File: src/rtl/icb_stub_pkg.sv
// Shared constants, response-entry layout and byte-mask helper for the ICB stub slave array.
package icb_stub_pkg;

  localparam int STUB_OKAY    = 0;
  localparam int STUB_ERR     = 1;
  localparam int STUB_SCRATCH = 2;

  localparam int ICB_DW  = 32;
  localparam int ICB_MW  = 4;
  localparam int OSTD_CW = 5;
  localparam int DLY_W   = 4;

  typedef struct packed {
    logic              err;
    logic [ICB_DW-1:0] rdata;
    logic [DLY_W-1:0]  dly;
  } stub_ent_t;

  function automatic logic [ICB_DW-1:0] apply_wmask(input logic [ICB_DW-1:0] old_val,
                                                    input logic [ICB_DW-1:0] new_val,
                                                    input logic [ICB_MW-1:0] wmask);
    logic [ICB_DW-1:0] res;
    res = old_val;
    for (int b = 0; b < ICB_MW; b++) begin
      if (wmask[b]) res[8*b +: 8] = new_val[8*b +: 8];
    end
    return res;
  endfunction

endpackage

File: src/rtl/icb_stub_slave_array_if.sv
// Flat multi-channel ICB bundle; channel i occupies bit i / word i of every field.
interface icb_stub_slave_array_if #(parameter int CH = 3);
  import icb_stub_pkg::*;

  // Both channels use valid/ready: a beat transfers on the cycle valid & ready are both high;
  // valid never waits for ready, and payload is held stable while valid is high and ready low.
  logic [CH-1:0]        icb_cmd_valid;
  logic [CH-1:0]        icb_cmd_ready;
  logic [CH-1:0]        icb_cmd_read;
  logic [CH*ICB_DW-1:0] icb_cmd_addr;
  logic [CH*ICB_DW-1:0] icb_cmd_wdata;
  logic [CH*ICB_MW-1:0] icb_cmd_wmask;
  logic [CH-1:0]        icb_rsp_valid;
  logic [CH-1:0]        icb_rsp_ready;
  logic [CH-1:0]        icb_rsp_err;
  logic [CH*ICB_DW-1:0] icb_rsp_rdata;

  modport master (
    output icb_cmd_valid, icb_cmd_read, icb_cmd_addr, icb_cmd_wdata, icb_cmd_wmask, icb_rsp_ready,
    input  icb_cmd_ready, icb_rsp_valid, icb_rsp_err, icb_rsp_rdata
  );

  modport slave (
    input  icb_cmd_valid, icb_cmd_read, icb_cmd_addr, icb_cmd_wdata, icb_cmd_wmask, icb_rsp_ready,
    output icb_cmd_ready, icb_rsp_valid, icb_rsp_err, icb_rsp_rdata
  );

endinterface

File: src/rtl/icb_stub_chan.sv
// One terminator channel: in-order response FIFO with per-entry latency countdown and a scratch word.
module icb_stub_chan
  import icb_stub_pkg::*;
#(
  parameter int                OSTD         = 2,
  parameter int                LAT          = 1,
  parameter int                MODE         = 0,
  parameter logic [ICB_DW-1:0] SCRATCH_INIT = '0
) (
  input  logic               clk,
  input  logic               rst,
  input  logic               cmd_valid,
  output logic               cmd_ready,
  input  logic               cmd_read,
  input  logic [ICB_DW-1:0]  cmd_wdata,
  input  logic [ICB_MW-1:0]  cmd_wmask,
  output logic               rsp_valid,
  input  logic               rsp_ready,
  output logic               rsp_err,
  output logic [ICB_DW-1:0]  rsp_rdata,
  output logic [OSTD_CW-1:0] ostd_cnt
);

  localparam int PW = (OSTD > 1) ? $clog2(OSTD) : 1;
  localparam int CW = $clog2(OSTD + 1);
  localparam logic [DLY_W-1:0] DLY_INIT = DLY_W'(LAT - 1);

  logic [PW-1:0]     wr_ptr, rd_ptr;
  logic [CW-1:0]     cnt;
  logic [ICB_DW-1:0] scratch_q, scratch_nxt;
  stub_ent_t         ent_q [OSTD];
  stub_ent_t         push_ent, head;
  logic              full, empty, push, pop;
  logic              unused_ok;

  function automatic logic [PW-1:0] ptr_inc(input logic [PW-1:0] p);
    return (p == PW'(OSTD - 1)) ? '0 : p + 1'b1;
  endfunction

  assign full      = (cnt == CW'(OSTD));
  assign empty     = (cnt == '0);
  assign cmd_ready = !full;
  assign push      = cmd_valid & cmd_ready;
  assign head      = ent_q[rd_ptr];
  assign rsp_valid = !empty && (head.dly == '0);
  assign pop       = rsp_valid & rsp_ready;
  assign rsp_err   = rsp_valid & head.err;
  assign rsp_rdata = rsp_valid ? head.rdata : '0;
  assign ostd_cnt  = OSTD_CW'(cnt);
  assign unused_ok = ^{cmd_wdata, cmd_wmask, cmd_read};

  // Reads capture the scratch value as it stood before this cycle's write.
  always_comb begin
    push_ent.err   = 1'b0;
    push_ent.rdata = '0;
    push_ent.dly   = DLY_INIT;
    scratch_nxt    = scratch_q;
    case (MODE)
      STUB_OKAY: ;
      STUB_ERR:  push_ent.err = 1'b1;
      STUB_SCRATCH: begin
        if (push) begin
          if (cmd_read) push_ent.rdata = scratch_q;
          else          scratch_nxt    = apply_wmask(scratch_q, cmd_wdata, cmd_wmask);
        end
      end
      default: ;
    endcase
  end

  always_ff @(posedge clk) begin
    if (rst) begin
      wr_ptr    <= '0;
      rd_ptr    <= '0;
      cnt       <= '0;
      scratch_q <= SCRATCH_INIT;
    end else begin
      scratch_q <= scratch_nxt;
      if (push) wr_ptr <= ptr_inc(wr_ptr);
      if (pop)  rd_ptr <= ptr_inc(rd_ptr);
      cnt <= cnt + CW'(push) - CW'(pop);
    end
  end

  // Payload storage needs no reset: entries are only observed while counted as occupied.
  always_ff @(posedge clk) begin
    for (int i = 0; i < OSTD; i++) begin
      if (push && (wr_ptr == PW'(i))) begin
        ent_q[i] <= push_ent;
      end else if (ent_q[i].dly != '0) begin
        ent_q[i].dly <= ent_q[i].dly - 1'b1;
      end
    end
  end

endmodule

File: src/rtl/icb_stub_slave_array.sv
// Default-slave terminator for unused SoC ICB ports: CH independent stub channels on flat buses.
module icb_stub_slave_array
  import icb_stub_pkg::*;
#(
  parameter int                CH           = 3,
  parameter int                OSTD         = 2,
  parameter int                LAT          = 1,
  parameter int                MODE         = 0,
  parameter logic [ICB_DW-1:0] SCRATCH_INIT = 32'h0
) (
  input  logic                    clk,
  input  logic                    rst,
  icb_stub_slave_array_if.slave   icb,
  output logic [CH*OSTD_CW-1:0]   ostd_cnt
);

  logic unused_addr;
  assign unused_addr = ^icb.icb_cmd_addr;

  for (genvar g = 0; g < CH; g++) begin : g_chan
    icb_stub_chan #(
      .OSTD         (OSTD),
      .LAT          (LAT),
      .MODE         (MODE),
      .SCRATCH_INIT (SCRATCH_INIT)
    ) u_chan (
      .clk       (clk),
      .rst       (rst),
      .cmd_valid (icb.icb_cmd_valid[g]),
      .cmd_ready (icb.icb_cmd_ready[g]),
      .cmd_read  (icb.icb_cmd_read[g]),
      .cmd_wdata (icb.icb_cmd_wdata[g*ICB_DW +: ICB_DW]),
      .cmd_wmask (icb.icb_cmd_wmask[g*ICB_MW +: ICB_MW]),
      .rsp_valid (icb.icb_rsp_valid[g]),
      .rsp_ready (icb.icb_rsp_ready[g]),
      .rsp_err   (icb.icb_rsp_err[g]),
      .rsp_rdata (icb.icb_rsp_rdata[g*ICB_DW +: ICB_DW]),
      .ostd_cnt  (ostd_cnt[g*OSTD_CW +: OSTD_CW])
    );
  end

endmodule
File: src/flat_wrapper.sv
// flat-port wrapper written by rule: the top's interface ports become plain ports
module icb_stub_slave_array_flat import icb_stub_pkg::*;
#(
  parameter int                CH           = 3,
  parameter int                OSTD         = 2,
  parameter int                LAT          = 1,
  parameter int                MODE         = 0,
  parameter logic [ICB_DW-1:0] SCRATCH_INIT = 32'h0
)
  (clk, rst, ostd_cnt, icb_icb_cmd_valid, icb_icb_cmd_read, icb_icb_cmd_addr, icb_icb_cmd_wdata, icb_icb_cmd_wmask, icb_icb_rsp_ready, icb_icb_cmd_ready, icb_icb_rsp_valid, icb_icb_rsp_err, icb_icb_rsp_rdata);
  icb_stub_slave_array_if #(.CH(CH)) icb_i ();
  input  logic clk;
  input  logic rst;
  output logic [CH*OSTD_CW-1:0] ostd_cnt;
  input wire logic [$bits(icb_i.icb_cmd_valid)-1:0] icb_icb_cmd_valid;
  input wire logic [$bits(icb_i.icb_cmd_read)-1:0] icb_icb_cmd_read;
  input wire logic [$bits(icb_i.icb_cmd_addr)-1:0] icb_icb_cmd_addr;
  input wire logic [$bits(icb_i.icb_cmd_wdata)-1:0] icb_icb_cmd_wdata;
  input wire logic [$bits(icb_i.icb_cmd_wmask)-1:0] icb_icb_cmd_wmask;
  input wire logic [$bits(icb_i.icb_rsp_ready)-1:0] icb_icb_rsp_ready;
  output wire logic [$bits(icb_i.icb_cmd_ready)-1:0] icb_icb_cmd_ready;
  output wire logic [$bits(icb_i.icb_rsp_valid)-1:0] icb_icb_rsp_valid;
  output wire logic [$bits(icb_i.icb_rsp_err)-1:0] icb_icb_rsp_err;
  output wire logic [$bits(icb_i.icb_rsp_rdata)-1:0] icb_icb_rsp_rdata;
  assign icb_i.icb_cmd_valid = icb_icb_cmd_valid;
  assign icb_i.icb_cmd_read = icb_icb_cmd_read;
  assign icb_i.icb_cmd_addr = icb_icb_cmd_addr;
  assign icb_i.icb_cmd_wdata = icb_icb_cmd_wdata;
  assign icb_i.icb_cmd_wmask = icb_icb_cmd_wmask;
  assign icb_i.icb_rsp_ready = icb_icb_rsp_ready;
  assign icb_icb_cmd_ready = icb_i.icb_cmd_ready;
  assign icb_icb_rsp_valid = icb_i.icb_rsp_valid;
  assign icb_icb_rsp_err = icb_i.icb_rsp_err;
  assign icb_icb_rsp_rdata = icb_i.icb_rsp_rdata;
  icb_stub_slave_array #(.CH(CH), .OSTD(OSTD), .LAT(LAT), .MODE(MODE), .SCRATCH_INIT(SCRATCH_INIT)) u_core (.clk(clk), .rst(rst), .icb(icb_i), .ostd_cnt(ostd_cnt));
endmodule
File: config.mk
export PLATFORM = sky130hd
export DESIGN_NAME = icb_stub_slave_array_flat
export DESIGN_NICKNAME = d
export VERILOG_FILES = /design/src/rtl/icb_stub_pkg.sv /design/src/rtl/icb_stub_slave_array_if.sv /design/src/rtl/icb_stub_chan.sv /design/src/rtl/icb_stub_slave_array.sv /design/src/flat_wrapper.sv
export SDC_FILE = /design/constraint.sdc
export NUM_CORES = 1
export LEC_CHECK = 0
export ABC_AREA = 0
export BUFFER_PORTS_ARGS = -buffer_cell sky130_fd_sc_hd__buf_4
export CAP_MARGIN = 20
export CORE_AREA = 2 2 131 133
export DETAILED_ROUTE_END_ITERATION = 16
export DIE_AREA = 0 0 133 135
export GPL_ROUTABILITY_DRIVEN = 0
export GPL_TIMING_DRIVEN = 0
export SYNTH_ARGS = -nofsm -noshare
export SYNTH_HDL_FRONTEND = slang
export SYNTH_HIERARCHICAL = 1
export SYNTH_SLANG_ARGS = --single-unit
File: constraint.sdc
create_clock -name clk -period 6.2 [get_ports clk]
set_clock_uncertainty 0.2 [all_clocks]
set_input_delay 0 -clock clk [delete_from_list [all_inputs] [get_ports clk]]
set_output_delay 0 -clock clk [all_outputs]
set_load 0.005 [all_outputs]
==> results of run 1 <==
-- Yosys cell counts, drive strengths merged --
cell type	number	area (sq um)
buf	108	811
nor2	33	146
edfxtp	24	721
ha	18	225
dfxtp	15	300
inv	15	56.3
nor3	15	75.1
nand2b	12	75.1
a21oi	9	45.0
mux2	9	124
nand2	6	22.5
nor2b	6	37.5
or3	6	56.3
xor2	6	52.6
and3	3	18.8
conb	3	11.3
nand3b	3	22.5
nor3b	3	37.5
o21ai	3	15.0
o221a	3	60.1
o22a	3	26.3
or2b	3	22.5
or4	3	33.8
xnor2	3	26.3
-- cells in the final DEF (no fill, tap or decap), types with 5 or more instances in the layout --
cell type and n:
clkbuf_16 5, conb_1 108, nand2b_1 12, nor3_1 15, dfxtp_1 15, dlygate4sd3_1 7
nand2_1 6, edfxtp_1 24, mux2_4 6, nor2_1 30, a21oi_1 9, ha_1 18
buf_4 127, nor2b_1 6, inv_1 15, xor2_1 6
-- timing repair --
| item | in CTS | in global routing |
|---|---|---|
| hold buffers | 7 | 0 |
| hold endpoints to repair | 15 | 0 |
| gates resized for setup | 0 | 0 |
-- through the flow --
stage | cell area (sq um) | power, W | util | hold WS [ps] | setup slack [ps]
finish | 4080 | 0.00145 | 0.249 | 356 | 3740
global route | 4080 | 0.00159 | 0.249 | 404 | 3570
CTS | 4080 | 0.00147 | 0.249 | 339 | 3730
detailed placement | 3830 | 0.00116 | 0.234 | 105 | 3750
global placement | 3830 | 0.00115 | 0.234 | 102 | 3750
floorplan | 3420 | 0.00100 | - | -128 | 3900
-- routing by layer --
layer	up-vias	part of all wire
met5	-	0
met4	0	0.011
met3	7	0.12
met2	95	0.44
met1	838	0.43
li1	1095	-
-- worst reg2reg max path: cells and delay by family (launching register included) --
kind / cells / cell delay [ps]
and+or+nand+nor: 3 / 750
DFF: 1 / 400
adders and majority gates: 2 / 370
xor gates and xnor gates: 2 / 310
AOI/OAI and AO/OA: 1 / 270
buffers and inverters: 1 / 50
-- cell type report --
type	instances	area (sq um)
clock inverter	2	35.0
clock buffer	6	139
tap	220	275
timing repair buffer	26	213
sequential	39	1020
buffer	108	811
multi-input combinational	255	1530
fill	1733	12300
inverter	15	56.3
-- registers in the layout, summed over array words and instances, names as in the netlist, named ones only --
register                     cells
u_core/g_chan.u_chan/ent_q      24
u_core/g_chan.u_chan/wr_ptr      3
u_core/g_chan.u_chan/cnt         6
u_core/g_chan.u_chan/rd_ptr      3
-- power breakdown --
| group | switching [W] | total, W | internal, W |
|---|---|---|---|
| Combinational | 0.000295 | 0.000617 | 0.000321 |
| Sequential | 0.000100 | 0.000538 | 0.000437 |
| Clock | 0.0000945 | 0.000294 | 0.000200 |
| Total | 0.000490 | 0.00145 | 0.000959 |
-- cells by family (layout without fill, tap and decap cells) --
kind of cell / Yosys count / after routing / synth area share
fa+ha+maj: 18 / 18 / 0.0745
simple gates: 93 / 93 / 0.181
other cells: 3 / 108 / 0.00373
mux: 9 / 9 / 0.0410
compound gates: 18 / 18 / 0.0484
flops: 39 / 39 / 0.338
buf+inv: 123 / 157 / 0.287
xor+xnor: 9 / 9 / 0.0261
-- worst paths after layout --
kind	slack [ps]	depth (start not counted)	startpoint	end
hold reg to reg	380	2	u_core/g_chan[2].u_chan/wr_ptr	u_core/g_chan[2].u_chan/wr_ptr
setup reg to reg	3740	9	u_core/g_chan[0].u_chan/ent_q[1][0]	u_core/g_chan[0].u_chan/cnt[1]
setup / recovery	3740	9	u_core/g_chan[0].u_chan/ent_q[1][0]	u_core/g_chan[0].u_chan/cnt[1]
hold / removal	360	3	rst	u_core/g_chan[2].u_chan/cnt[0]
==> impl_metrics.toml, run 1 <==
[setup_path]
cp.arrival_ps = 2430
crit_path_max_incr_delay_ps = 420
end_kind = "flip-flop"
start_kind = "flip-flop"
crit_fanout = 3
crit_type = "reg2reg"
cp_top_family = "simple AND/OR/NAND/NOR gates"
critPathBufInv = 1
cp_common_cell = "ha_1"
crit_path_cell_trace = "or3_4 -> nor3b_2 -> o221a_4 -> ha_1 -> inv_1 -> ha_1 -> xor2_1 -> xnor2_1 -> nor2_1"
cp.required_ps = 6170
cpMaxStageDelayCell = "or3_4"

[grt]
busiest_layer = "met2"
gr-usage-met3 = 0.0206
grt_pass1_vias = 1690
grtUsageTotal = 0.0497
gr-usage-met2 = 0.0823
grt.overflow.total = 0
grt_pass1_wl_mm = 7.28
met1_usage = 0.0586
grt_max_degree = 16
antenna_found_initial = 0

[floorplan]
rows = 47
core-area_sq_um = 16400
die_w_um = 133
die_height_um = 135
start_util = 0.184
die_area_sq_um = 18000
ios = 335

[clocking]
cts_buffers = 5
cts_tree = "done"
clkSlewWorstSetupHoldPaths_ps = 60
htreeDepth = 2
clk_latency_ps = 280
cts-root-buf = "clkbuf_16"
cts_max_path_buffers = 2
cts.sinks = 39
cts_setup_buffers = 0

[routing]
ant_nets = 0
drtIter0Drc = 38
dr.pass1.iters = 4
avgRoutedWirePerCell_um = 7.03
vias = 2035
via_per_inst = 3.03
drcViolationCount = 0
wl_mm = 4.72

[placement]
io_buffers = 19
dpl.hpwl_mm = 4.06
placed_cells = 656

[yosys]
synthCells = 312
synth-warning-count = 6
ys_ff_latch = 39
synth.avg_cell_area_sq_um = 9.68
synth-seq-area-share = 0.338
netlist_area_sq_um = 3020
synth_cell_types = 27

[sta]
report.final.slew_viol_count = 0
period_share = 0.397
worst_slew_pin_slew_ps = 608
finalSetupViolCount = 0
hold_violations = 0
slew_headroom = 0.590
rsz0062_at_grt = "false"
fin_crit_ps = 2460
setup-tns-final_ps = 0
max_freq_mhz = 406

[layout]
stdcell_count = 671
syn_to_final_growth_pct = 34.9
final_nets = 683
diodes = 0
drive_gt1_frac = 0.359

[min_path]
hold_class = "in2reg"

[job]
max_cap_violations = 0

[status]
status = "complete, no violations"

[power]
p_leak_nw = 2.15
peakVddDrop_v = 0.000156
power_density_nw_per_um2 = 355
No activity file was read; power rests on OpenSTA's default activity.
==> run 2, diff against run 1 <==
- CORE_AREA: 2 2 131 133 -> 2 2 128 130
- DIE_AREA: 0 0 133 135 -> 0 0 130 132
- clock period: 6.2 -> 2.29 ns (I/O delays scaled with it)
==> impl_metrics.toml, run 2 (synthesis gave the netlist of run 1 again) <==
[layout]
top_regs = "u_core/g_chan.u_chan/ent_q: 24 flops, u_core/g_chan.u_chan/cnt: 6 flops"
drive_gt1_frac = 0.402
final_area_sq_um = 4230
diodes = 0
layout_common_cells = "buf_4, conb_1, nor2_1"
top_register = "u_core/g_chan.u_chan/ent_q"
syn_to_final_growth_pct = 39.9
largest_reg_flops = 24
final_common_cell = "buf_4"
final_nets = 690

[clocking]
htreeDepth = 2
cts-root-buf = "clkbuf_16"
cts.sinks = 39
clkSlewWorstSetupHoldPaths_ps = 60
cts_buffers = 5
cts_tree = "done"
clk_latency_ps = 280
cts_max_path_buffers = 2

[min_path]
holdPathEnd = "u_core/g_chan[1].u_chan/wr_ptr"
whs_path_depth = 4
worst_hold_startpoint = "icb_icb_cmd_valid[1]"
hold_class = "in2reg"

[sta]
fin_crit_ps = 2320
report.final.slew_viol_count = 0
max_freq_mhz = 431
worst_slew_pin_slew_ps = 638
finalSetupViolCount = 3
period_share = 1.01
hold_violations = 1
slew_headroom = 0.570
rsz0062_at_grt = "true"
fin_ws_ps = -31.8
timing.hold.ws_ps = -3.19

[floorplan]
die_w_um = 130
die_height_um = 132
start_util = 0.192
rows = 46
die_area_sq_um = 17200
ios = 335
core-area_sq_um = 15700

[setup_path]
cp.required_ps = 2260
crit_path_max_incr_delay_ps = 580
cp.arrival_ps = 2290
rr_worst_depth = 9
start_kind = "flip-flop"
cpMaxStageDelayCell = "or4_4"
reg2reg_slack_ps = -30
crit_fanout = 3
end_kind = "flip-flop"
timing.rr.start = "u_core/g_chan[1].u_chan/ent_q[0][1]"
cp_common_cell = "ha_4"
crit_type = "reg2reg"
crit_path_cell_trace = "or4_4 -> nor2_4 -> o221a_4 -> ha_4 -> inv_4 -> ha_4 -> xor2_2 -> xnor2_1 -> nor2_1"
reg2reg_to = "u_core/g_chan[1].u_chan/cnt[1]"

[grt]
grt_pass1_wl_mm = 7.92
grtUsageTotal = 0.0565
grt_max_degree = 16
antenna_found_initial = 0
grt.overflow.total = 0
grt_pass1_vias = 1894

[routing]
ant_nets = 0
vias = 2061
wl_mm = 4.93
via_per_inst = 3.06
avgRoutedWirePerCell_um = 7.32
drcViolationCount = 0
drtIter0Drc = 44
dr.pass1.iters = 4

[job]
max_cap_violations = 0

[placement]
io_buffers = 19
dpl.hpwl_mm = 3.87
place_area_sq_um = 3830

[power]
peakVddDrop_v = 0.000338
p_leak_nw = 2.20
power_w = 0.00415
power_density_nw_per_um2 = 982

[status]
status = "finished, violations left"
violations = "hold timing, setup timing"
-- run 2: where the power goes --
group	leakage (nW)	internal, W	switching, W
Clock	0.0868	0.000541	0.000267
Sequential	0.386	0.00118	0.000278
Combinational	1.73	0.00101	0.000876
-- run 2: metrics by stage --
| stage | setup WS, ps | std cells | utilization | hold WS (ps) | setup TNS [ps] |
|---|---|---|---|---|---|
| after floorplan | 4.44 | 417 | - | -128 | 0 |
| after CTS | -72.3 | 672 | 0.267 | 1.52 | -166 |
| final | -31.8 | 674 | 0.269 | -3.19 | -60.3 |
| after global routing | -135 | 674 | 0.269 | 52.6 | -356 |
| after global placement | -130 | 652 | 0.244 | 122 | -326 |
| after detailed placement | -136 | 652 | 0.244 | 125 | -366 |
-- run 2: area by class of cell --
cell class	count	area [sq um]
plain buffers	108	811
clock buffers	6	139
clock inverters	2	35.0
fillers	1669	11500
inverters	15	58.8
multi-input cells	255	1640
flip-flops and latches	39	1020
well taps	216	270
repair buffers	33	255
-- run 2: routing by layer --
metal | vias to the layer above | share of wire | GRT usage
met4 | 0 | 0.023 | 0.0305
met1 | 859 | 0.41 | 0.0601
met2 | 95 | 0.48 | 0.100
met5 | - | 0 | 0
met3 | 5 | 0.086 | 0.0150
li1 | 1102 | - | -
-- run 2: what timing repair did --
item / in CTS / in global routing
cloned: 0 / 0
resized for setup: 16 / 2
endpoints found under the setup margin: 3 / 3
pin swaps: 18 / 12
hold buffers: 3 / 0
endpoints found under the hold margin: 9 / 0
buffers inserted: 9 / 2
-- run 2: critical path: cells and delay by family, from the launching register on --
family	cells	cell delay [ps]
and+or+nand+nor	3	750
AOI/OAI and AO/OA	1	200
xor gates and xnor gates	2	280
DFF	1	410
buffers and inverters	1	50
adders and majority gates	2	320
-- run 2: how the worst max path moves through the flow --
stage          cells past startpoint                                start  slack (ps)                        endpoint
2_1_floorplan                      9  u_core/g_chan[0].u_chan/ent_q[0][1]           4  u_core/g_chan[0].u_chan/cnt[1]
3_3_place_gp                       9  u_core/g_chan[1].u_chan/ent_q[1][0]        -130  u_core/g_chan[1].u_chan/cnt[1]
3_5_place_dp                       9  u_core/g_chan[1].u_chan/ent_q[1][0]        -140  u_core/g_chan[1].u_chan/cnt[1]
4_1_cts                            9  u_core/g_chan[2].u_chan/ent_q[0][3]         -70  u_core/g_chan[2].u_chan/cnt[1]
5_1_grt                            9  u_core/g_chan[0].u_chan/ent_q[0][0]        -130  u_core/g_chan[0].u_chan/cnt[1]
6_report                           9  u_core/g_chan[1].u_chan/ent_q[0][1]         -30  u_core/g_chan[1].u_chan/cnt[1]
